`config.mk`:
```
export PLATFORM = sky130hd
export DESIGN_NAME = div_unit
export DESIGN_NICKNAME = d
export VERILOG_FILES = /design/src/rtl/div_pkg.sv /design/src/rtl/div_step.sv /design/src/rtl/div_unit.sv
export SDC_FILE = /design/constraint.sdc
export NUM_CORES = 1
export LEC_CHECK = 0
export BUFFER_PORTS_ARGS = -buffer_cell sky130_fd_sc_hd__buf_2
export CORE_ASPECT_RATIO = 1.2
export CORE_MARGIN = 3
export CORE_UTILIZATION = 45
export CTS_BUF_LIST = sky130_fd_sc_hd__clkbuf_2 sky130_fd_sc_hd__clkbuf_4 sky130_fd_sc_hd__clkbuf_8
export CTS_CLUSTER_DIAMETER = 200
export DETAILED_ROUTE_END_ITERATION = 8
export PLACE_DENSITY = 0.6
export SETUP_SLACK_MARGIN = 0.15
export SYNTH_ARGS = -nofsm -noshare
export SYNTH_HDL_FRONTEND = slang
export SYNTH_SLANG_ARGS = --single-unit
```
`constraint.sdc`:
```
create_clock -name clk -period 13.1 [get_ports clk]
set_input_delay 3.275 -clock clk [delete_from_list [all_inputs] [get_ports clk]]
set_output_delay 3.275 -clock clk [all_outputs]
set_load 0.02 [all_outputs]
```
`src/rtl/div_pkg.sv`:
```
// Shared definitions for the iterative RV32M divider: op encodings, FSM states,
// iteration constants and the final sign/special-case correction.
package div_pkg;

   localparam int DIV_XLEN  = 32;
   localparam int DIV_ITERS = DIV_XLEN;
   localparam int DIV_CNT_W = $clog2(DIV_ITERS);

   localparam logic [1:0] DIV_OP_DIV  = 2'b00;
   localparam logic [1:0] DIV_OP_DIVU = 2'b01;
   localparam logic [1:0] DIV_OP_REM  = 2'b10;
   localparam logic [1:0] DIV_OP_REMU = 2'b11;

   typedef enum logic [1:0] {
      IDLE = 2'd0,
      CALC = 2'd1,
      DONE = 2'd2
   } div_state_e;

   // Applies sign correction to the magnitude results, then overrides with the
   // RISC-V defined values for divide-by-zero and signed overflow.
   function automatic logic [DIV_XLEN-1:0] div_fix(
      input logic                is_rem,
      input logic                dz,
      input logic                ovf,
      input logic                qneg,
      input logic                rneg,
      input logic [DIV_XLEN-1:0] quo,
      input logic [DIV_XLEN-1:0] rem,
      input logic [DIV_XLEN-1:0] dvd
   );
      logic [DIV_XLEN-1:0] q;
      logic [DIV_XLEN-1:0] r;
      q = qneg ? -quo : quo;
      r = rneg ? -rem : rem;
      if (dz) begin
         q = '1;
         r = dvd;
      end else if (ovf) begin
         q = {1'b1, {(DIV_XLEN-1){1'b0}}};
         r = '0;
      end
      return is_rem ? r : q;
   endfunction

endpackage

```
`src/rtl/div_step.sv`:
```
// One restoring division iteration: shift {rem, quo} left, trial-subtract the
// divisor and keep the difference when it does not go negative.
module div_step #(
   parameter int W = 32
) (
   input  logic [W-1:0] rem,
   input  logic [W-1:0] quo,
   input  logic [W-1:0] divisor,
   output logic [W-1:0] rem_nxt,
   output logic [W-1:0] quo_nxt
);

   logic [W:0] sh;
   logic       ge;

   always_comb begin
      sh = {rem, quo[W-1]};
      ge = (sh >= {1'b0, divisor});
      // The kept remainder is always below the divisor, so W bits suffice.
      rem_nxt = ge ? W'(sh - {1'b0, divisor}) : sh[W-1:0];
      quo_nxt = {quo[W-2:0], ge};
   end

endmodule

```
`src/rtl/div_unit.sv`:
```
// Iterative RV32M divider (DIV/DIVU/REM/REMU), one quotient bit per cycle.
// Optional DIV_FAST_SPECIAL_EN: divide-by-zero and signed overflow bypass CALC.
module div_unit
   import div_pkg::*;
#(
   parameter int XLEN  = DIV_XLEN,
   parameter int ITERS = XLEN
) (
   input  logic            clk,
   input  logic            rst_n,
   input  logic            start,
   input  logic [1:0]      op,
   input  logic [XLEN-1:0] rs1,
   input  logic [XLEN-1:0] rs2,
   input  logic [4:0]      rd_in,
   input  logic            flush,
   output logic            busy,
   output logic            valid,
   output logic [XLEN-1:0] result,
   output logic [4:0]      rd_out
);

   localparam int CNT_W = $clog2(ITERS);

   div_state_e      state_q, state_d;
   logic [CNT_W-1:0] cnt_q, cnt_d;
   logic [XLEN-1:0] rem_q, rem_d;
   logic [XLEN-1:0] quo_q, quo_d;
   logic [XLEN-1:0] dvs_q, dvs_d;
   logic [XLEN-1:0] dvd_q, dvd_d;
   logic            is_rem_q, is_rem_d;
   logic            qneg_q, qneg_d;
   logic            rneg_q, rneg_d;
   logic            dz_q, dz_d;
   logic            ovf_q, ovf_d;
   logic [4:0]      rd_q, rd_d;
   logic [XLEN-1:0] res_q, res_d;
   logic [4:0]      rdo_q, rdo_d;

   logic [XLEN-1:0] rem_n, quo_n;
   logic            in_signed, in_s1, in_s2, in_dz, in_ovf;

   div_step #(.W(XLEN)) u_step (
      .rem     (rem_q),
      .quo     (quo_q),
      .divisor (dvs_q),
      .rem_nxt (rem_n),
      .quo_nxt (quo_n)
   );

   always_comb begin
      in_signed = ~op[0];
      in_s1     = in_signed & rs1[XLEN-1];
      in_s2     = in_signed & rs2[XLEN-1];
      in_dz     = (rs2 == '0);
      in_ovf    = in_signed & (rs1 == {1'b1, {(XLEN-1){1'b0}}}) & (rs2 == '1);
   end

   always_comb begin
      state_d  = state_q;
      cnt_d    = cnt_q;
      rem_d    = rem_q;
      quo_d    = quo_q;
      dvs_d    = dvs_q;
      dvd_d    = dvd_q;
      is_rem_d = is_rem_q;
      qneg_d   = qneg_q;
      rneg_d   = rneg_q;
      dz_d     = dz_q;
      ovf_d    = ovf_q;
      rd_d     = rd_q;
      res_d    = res_q;
      rdo_d    = rdo_q;
      case (state_q)
         IDLE: begin
            if (start && !flush) begin
               is_rem_d = op[1];
               rd_d     = rd_in;
               quo_d    = in_s1 ? -rs1 : rs1;
               dvs_d    = in_s2 ? -rs2 : rs2;
               dvd_d    = rs1;
               qneg_d   = in_s1 ^ in_s2;
               rneg_d   = in_s1;
               dz_d     = in_dz;
               ovf_d    = in_ovf;
               rem_d    = '0;
               cnt_d    = '0;
               state_d  = CALC;
`ifdef DIV_FAST_SPECIAL_EN
               if (in_dz || in_ovf) begin
                  state_d = DONE;
                  res_d   = div_fix(op[1], in_dz, in_ovf, 1'b0, 1'b0, '0, '0, rs1);
                  rdo_d   = rd_in;
               end
`else
`endif
            end
         end
         CALC: begin
            if (flush) begin
               state_d = IDLE;
            end else begin
               rem_d = rem_n;
               quo_d = quo_n;
               cnt_d = cnt_q + 1'b1;
               if (cnt_q == CNT_W'(ITERS-1)) begin
                  state_d = DONE;
                  res_d   = div_fix(is_rem_q, dz_q, ovf_q, qneg_q, rneg_q, quo_n, rem_n, dvd_q);
                  rdo_d   = rd_q;
               end
            end
         end
         DONE:    state_d = IDLE;
         default: state_d = IDLE;
      endcase
   end

   always_ff @(posedge clk or negedge rst_n) begin
      if (!rst_n) begin
         state_q  <= IDLE;
         cnt_q    <= '0;
         rem_q    <= '0;
         quo_q    <= '0;
         dvs_q    <= '0;
         dvd_q    <= '0;
         is_rem_q <= 1'b0;
         qneg_q   <= 1'b0;
         rneg_q   <= 1'b0;
         dz_q     <= 1'b0;
         ovf_q    <= 1'b0;
         rd_q     <= '0;
         res_q    <= '0;
         rdo_q    <= '0;
      end else begin
         state_q  <= state_d;
         cnt_q    <= cnt_d;
         rem_q    <= rem_d;
         quo_q    <= quo_d;
         dvs_q    <= dvs_d;
         dvd_q    <= dvd_d;
         is_rem_q <= is_rem_d;
         qneg_q   <= qneg_d;
         rneg_q   <= rneg_d;
         dz_q     <= dz_d;
         ovf_q    <= ovf_d;
         rd_q     <= rd_d;
         res_q    <= res_d;
         rdo_q    <= rdo_d;
      end
   end

   assign busy   = (state_q != IDLE);
   assign valid  = (state_q == DONE);
   assign result = res_q;
   assign rd_out = rdo_q;

endmodule

```
* Word-level counts from Yosys, hierarchy flattened
Cells that the tools add are included.
Word-level totals: register bits after elaboration 182, input bits 75, output and inout port bits 39, logic and storage cells 69
Cells by class: equality and inequality tests 8, magnitude comparators 1, reduce and logical (&&, ||, !) cells 10, bitwise gates (word level) 7, multiplexer cells 23, add/sub/neg operators 6
Operator list (number):
- 32-bit two-way mux | 14
- 32-bit negator | 4
- 32-bit case mux with 2 select lines | 2
- 32-bit equality test (second input constant) | 2
- 33-bit by 32-bit greater-or-equal comparator with 1-bit output | 1
- 32-bit zero test | 1
- 32-bit subtractor | 1
- 5-bit two-way mux | 2
- 5-bit case mux with 2 select lines | 1
- 2-bit two-way mux | 3
- 3-bit AND reduction | 2
- 5-bit by 1-bit adder with 5-bit output (second input constant) | 1
- 5-bit equality test (second input constant) | 1
- 1-bit bitwise AND | 4
- 2-bit != test (second input constant) | 2
- 2-bit case mux with 2 select lines | 1
- 2-bit AND reduction | 2
- 2-bit nonzero test | 2
- 3-bit != test (second input constant) | 1
- 2-bit by 1-bit equality test with 1-bit output (second input constant) | 1
- 2-bit equality test (second input constant) | 1
- 2-bit zero test | 1
- 1-bit inverter | 2
- 1-bit logical AND | 1
- other kinds (2) | 2

* Depth between registers and ports, before layout
depth after elaboration 7, mapped depth 25, gate-level depth less buffers 20

* By module
Synthesis repeated with hierarchy kept, for this count alone.
Unflattened totals: cells, all modules 1626, area, all modules 13221.4 sq um
By module, submodules not included:
- div_unit | seq. area each 4554.4 sq um, times used 1, area each 10558.9 sq um, cells each 1263
- div_step | seq. area each 0.0 sq um, times used 1, area each 2662.6 sq um, cells each 363

* Least setup slack after synthesis
No wires, ideal clock.
kind reg-to-reg, start point register rem_q[26], end point register res_q[24], in the netlist result[24], arrival 5.565 ns, slack 7.442 ns, clock period less this slack 5.658 ns, buffers on the path 5, cell stages (with the launch flop) 25, library setup time 0.094 ns, data required time 13.006 ns, cell sequence dfrtp_1 > ha_1 > buf_2 > and4_1 > and3b_1 > a311oi_1 > o211a_1 > buf_2 > nand2_8 > inv_2 > clkbuf_1 > clkbuf_1 > mux2i_1 > ha_1 > or3b_2 > or3_1 > nor3_1 > nand3b_1 > nor3_1 > a41oi_1 > or2_2 > clkbuf_1 > o41ai_2 > xnor2_1 > a221oi_2
Between the ends: cells in the longest elaborated chain, start to end 7, elaborated cells on any way between the ends 11, those cells by class add/sub: 2; order compare: 1; mux: 8
Ends and longest elaborated chain:
- from (decl) | line div_unit.sv:27 | logic [XLEN-1:0] rem_q, rem_d;
- from (signal assigned) | line div_unit.sv:137 | rem_q <= rem_d;
- 33-bit by 32-bit greater-or-equal comparator with 1-bit output (*) | line div_step.sv:18 | ge = (sh >= {1'b0, divisor});
- 32-bit two-way mux | line div_step.sv:20 | rem_nxt = ge ? W'(sh - {1'b0, divisor}) : sh[W-1:0];
- 32-bit negator | line div_pkg.sv:35 | r = rneg ? -rem : rem;
- 32-bit two-way mux | line div_pkg.sv:35
- 32-bit two-way mux | line div_pkg.sv:39 | end else if (ovf) begin
- 32-bit two-way mux | line div_pkg.sv:36 | if (dz) begin
- 32-bit two-way mux (*) | line div_pkg.sv:43 | return is_rem ? r : q;
- to (signal assigned) | line div_unit.sv:147 | res_q <= res_d;
- to (decl) | line div_unit.sv:37 | logic [XLEN-1:0] res_q, res_d;
Every way passes the cells marked *; elsewhere a longest branch is shown, timed or not. A chain may end at the register's enable or synchronous reset.

* Worst setup path in the final report
start point register rem_q[15], end point register res_q[24], in the netlist result[24]
Between the ends: cells in the longest elaborated chain, start to end 7, elaborated cells on any way between the ends 12, those cells by class add/sub: 3; order compare: 1; mux: 8
Ends and longest elaborated chain (line):
- 32-bit subtractor / 33-bit by 32-bit greater-or-equal comparator with 1-bit output (equally long branches) | div_step.sv:20, div_step.sv:18
- 32-bit two-way mux | div_step.sv:20
- 32-bit negator | div_pkg.sv:35
- 32-bit two-way mux | div_pkg.sv:35
- 32-bit two-way mux | div_pkg.sv:39
- 32-bit two-way mux | div_pkg.sv:36
- 32-bit two-way mux (*) | div_pkg.sv:43
Marked as above.

==> results.yml <==
clock_network:
  root_buffer: "clkbuf_8"
  cts_resized: 0
  cts_tree: "built"
  cts_max_path_buffers: 2
  hold_buffers: 0
  cts_buffers: 17
  insertion_delay_ns: 0.49
  cts-htree-levels: 4
  clk_pin_slew_ns: 0.12
  cts_sinks: 182
  cts_setup_buffers: 0
setup_path:
  rrSetupSlack_ns: 6.88
  crit_required_ns: 13.49
  reg2reg_depth: 19
  path_class: "reg2reg"
  cp_max_fo: 43
  cp.arrival_ns: 6.61
  worst_setup_path_end_kind: "flop"
  r2r_end: "result[24]$_DFFE_PN0P_"
  r2r_start: "rem_q[15]$_DFFE_PN0P_"
  start_kind: "flop"
cells_and_area:
  final_nets: 1884
  area_growth_pct: 8.44
  drive_gt1_frac: 0.109
  filler_cell_count: 2882
  diodes: 0
global_routing:
  first_global_vias: 12700
  grtUsageMet3: 0.0285
  track_usage: 0.300
  grt.overflow.total: 0
  grt_start_max_net_pins: 120
  grt_pass1_wl_um: 74700
  grtUsageMet2: 0.506
  global_route.usage.met1: 0.376
  antenna_found_initial: 0
  grt.busiest_layer: "met2"
place:
  port_buffers: 113
  place_hpwl_um: 36500
  gp_congestion: 0.993
  pre_cts_slack_ns: 6.94
route:
  remaining_drc_errors: 0
  wl_per_cell_um: 22.2
  via_per_inst: 6.06
  drt-initial-drc-count: 1068
  vias: 13100
  antenna_left: 0
  detail_route.first_pass.iterations: 6
  wl_um: 48100
synth:
  synth_fp_nets: 1851
  synth-main-ff-cell: "dfrtp_1"
  syn_area_um2: 13500
  synthTopCellsByArea: "dfrtp_1 (34%), nand2_1 (9.1%), o21ai_0 (7.8%)"
  synth_commonest_cells: "nand2_1 (326), o21ai_0 (211), dfrtp_1 (182)"
  yosys_warnings: 0
  ys_types: 78
  post-synth-top-area-cell: "dfrtp_1"
  synthArstFlopShare: 1.00
  synth_edf_count: 0
  synth.top_cell.area_share: 0.337
  syn_inst: 1736
  ys_seq_elements: 182
  synth.most_common_cell: "nand2_1"
  ys_seq_area_frac: 0.337
  avgSynthCellArea_um2: 7.78
pwr:
  p_per_area_nw_per_um2: 256
  totalPowerFinal_mw: 3.75
  p_sw_frac: 0.555
  p_seq_frac: 0.218
  p_leak_nw: 6.51
  intPower_mw: 1.67
  p_sw_mw: 2.08
  clockPowerShare: 0.108
  power_frac_comb: 0.674
  ir_drop_mv: 0.148
floorplan:
  die_x_um: 164
  core_area_um2: 29200
  num_io_pins: 114
  die_area_um2: 32100
  start_util: 0.463
  die_h_um: 196
  num_rows: 68
status:
  run_status: "finished, final reports clean"
min_path:
  min_to: "rd_out[2]$_DFFE_PN0P_"
  hold_class: "reg2reg"
  hold_depth: 2
  hp-start: "rd_q[2]$_DFFE_PN0P_"
timing:
  rsz0062_at_grt: "false"
  worstMarginPinSlew_ns: 1.03
  timing.final.ws_setup_ns: 6.88
  relSlewSlack: 0.314
  final-setup-viol-count: 0
  finClkSkew_ns: 0.0219
  hold_viol: 0
  setup_tns_ns: 0
  slew_violations: 0
  period_share: 0.475
  fin_crit_ns: 6.22
  timing.fmax_ghz: 0.161
flow_run:
  max-cap-violations: 0
## how the worst max path moves through the flow
stage | start | end | slack [ns] | cells past startpoint
CTS | rem_q[15]$_DFFE_PN0P_ | result[24]$_DFFE_PN0P_ | 7.00 | 19
detailed placement | rs1[8] | quo_q[27]$_DFFE_PN0P_ | 6.94 | 10
global route | rem_q[15]$_DFFE_PN0P_ | result[24]$_DFFE_PN0P_ | 6.50 | 19
global placement | rs1[8] | quo_q[27]$_DFFE_PN0P_ | 6.95 | 10
floorplan | rem_q[26]$_DFFE_PN0P_ | result[24]$_DFFE_PN0P_ | 7.44 | 24
finish | rem_q[15]$_DFFE_PN0P_ | result[24]$_DFFE_PN0P_ | 6.88 | 19
## cells by family (layout without fill, tap and decap cells)
logic type,count (synthesis),in the layout,share of synthesized area
compound gates,529,529,0.243
xor+xnor,124,124,0.0805
fa+ha+maj,40,40,0.0376
buf+inv,166,212,0.0490
flops,182,182,0.337
mux,36,36,0.0273
simple gates,659,659,0.225
## sequential cells by signal (all words and copies together), names as in the netlist
register,flops
cnt_q,5
rd_q,5
quo_q,32
dvs_q,32
dvd_q,32
state_q,2
result,32
is_rem_q,1
dz_q,1
rem_q,32
rd_out,5
qneg_q,1
rneg_q,1
ovf_q,1
## routing by layer
metal / vias up / wire length [µm]
met4: 0 / 2960
met3: 105 / 2070
met2: 435 / 23600
met5: - / 0
li1: 6259 / -
met1: 6340 / 19400
## layout make-up
cell class,count,area [µm²],share of cell area
repair buffers,128,687,0.0469
clock inverters,15,179,0.0122
well taps,385,482,0.0329
clock buffers,17,234,0.0160
multi-input cells,1388,8310,0.567
flip-flops and latches,182,4550,0.311
inverters,52,195,0.0133
## cells in the final DEF (no fill, tap or decap), types with 6 or more instances in the layout
cell | synthesis | routed
xor2_1 | 69 | 69
and3_1 | 6 | 6
nand2_1 | 326 | 326
buf_4 | 2 | 15
o41ai_1 | 14 | 14
o211ai_1 | 18 | 18
a31oi_1 | 23 | 23
a211oi_1 | 12 | 12
or3_1 | 21 | 21
a22o_1 | 12 | 12
a22oi_1 | 7 | 7
nor3_1 | 34 | 34
o21a_1 | 7 | 7
or4_1 | 15 | 15
mux2_2 | 6 | 6
buf_2 | 18 | 112
a21o_1 | 15 | 15
nand3_1 | 25 | 25
nor4_1 | 21 | 21
o22ai_1 | 9 | 9
nor2b_1 | 10 | 9
o31ai_1 | 26 | 26
ha_1 | 39 | 39
nand2b_1 | 9 | 9
a221oi_1 | 6 | 6
o21ai_0 | 211 | 210
inv_1 | 51 | 51
nor2_1 | 121 | 121
or2_2 | 10 | 10
mux2i_1 | 30 | 30
nand4_1 | 26 | 26
and2_1 | 8 | 8
a21oi_1 | 112 | 112
clkbuf_8 | 0 | 18
dfrtp_1 | 182 | 182
xnor2_1 | 55 | 55
## power by group through the flow
stage	clock network (mW)	registers, mW	logic [mW]
6_report	0.404	0.818	2.52
5_1_grt	0.432	0.834	2.75
4_1_cts	0.413	0.815	2.47
3_5_place_dp	0	0.826	2.45
3_3_place_gp	0	0.824	2.44
2_1_floorplan	0	0.763	1.80
## worst max-delay path, cell delays in order (launching register included)
cell and delay [ns]:
dfrtp_1 0.46, ha_1 0.44, a21oi_1 0.22, o21ai_0 0.21
a21oi_1 0.37, a311o_1 0.64, nand2_8 0.32, inv_2 0.14
mux2i_1 0.30, ha_1 0.23, or3b_2 0.45, or3_1 0.33
nor3_1 0.30, nand3b_1 0.13, nor3_1 0.22, a41oi_1 0.14
or2_2 0.44, o41ai_2 0.34, xnor2_1 0.14, a221oi_2 0.28
## metrics by stage
| step | hold slack [ns] | area (µm²) | cells | util |
|---|---|---|---|---|
| global placement | 0.449 | 14200 | 2135 | 0.487 |
| floorplan | 0.439 | 13500 | 1736 | - |
| CTS | 0.481 | 14600 | 2167 | 0.502 |
| detailed placement | 0.450 | 14200 | 2135 | 0.487 |
| global route | 0.501 | 14600 | 2167 | 0.502 |
| finish | 0.477 | 14600 | 2167 | 0.502 |
Power figures use the tool's default switching activity.
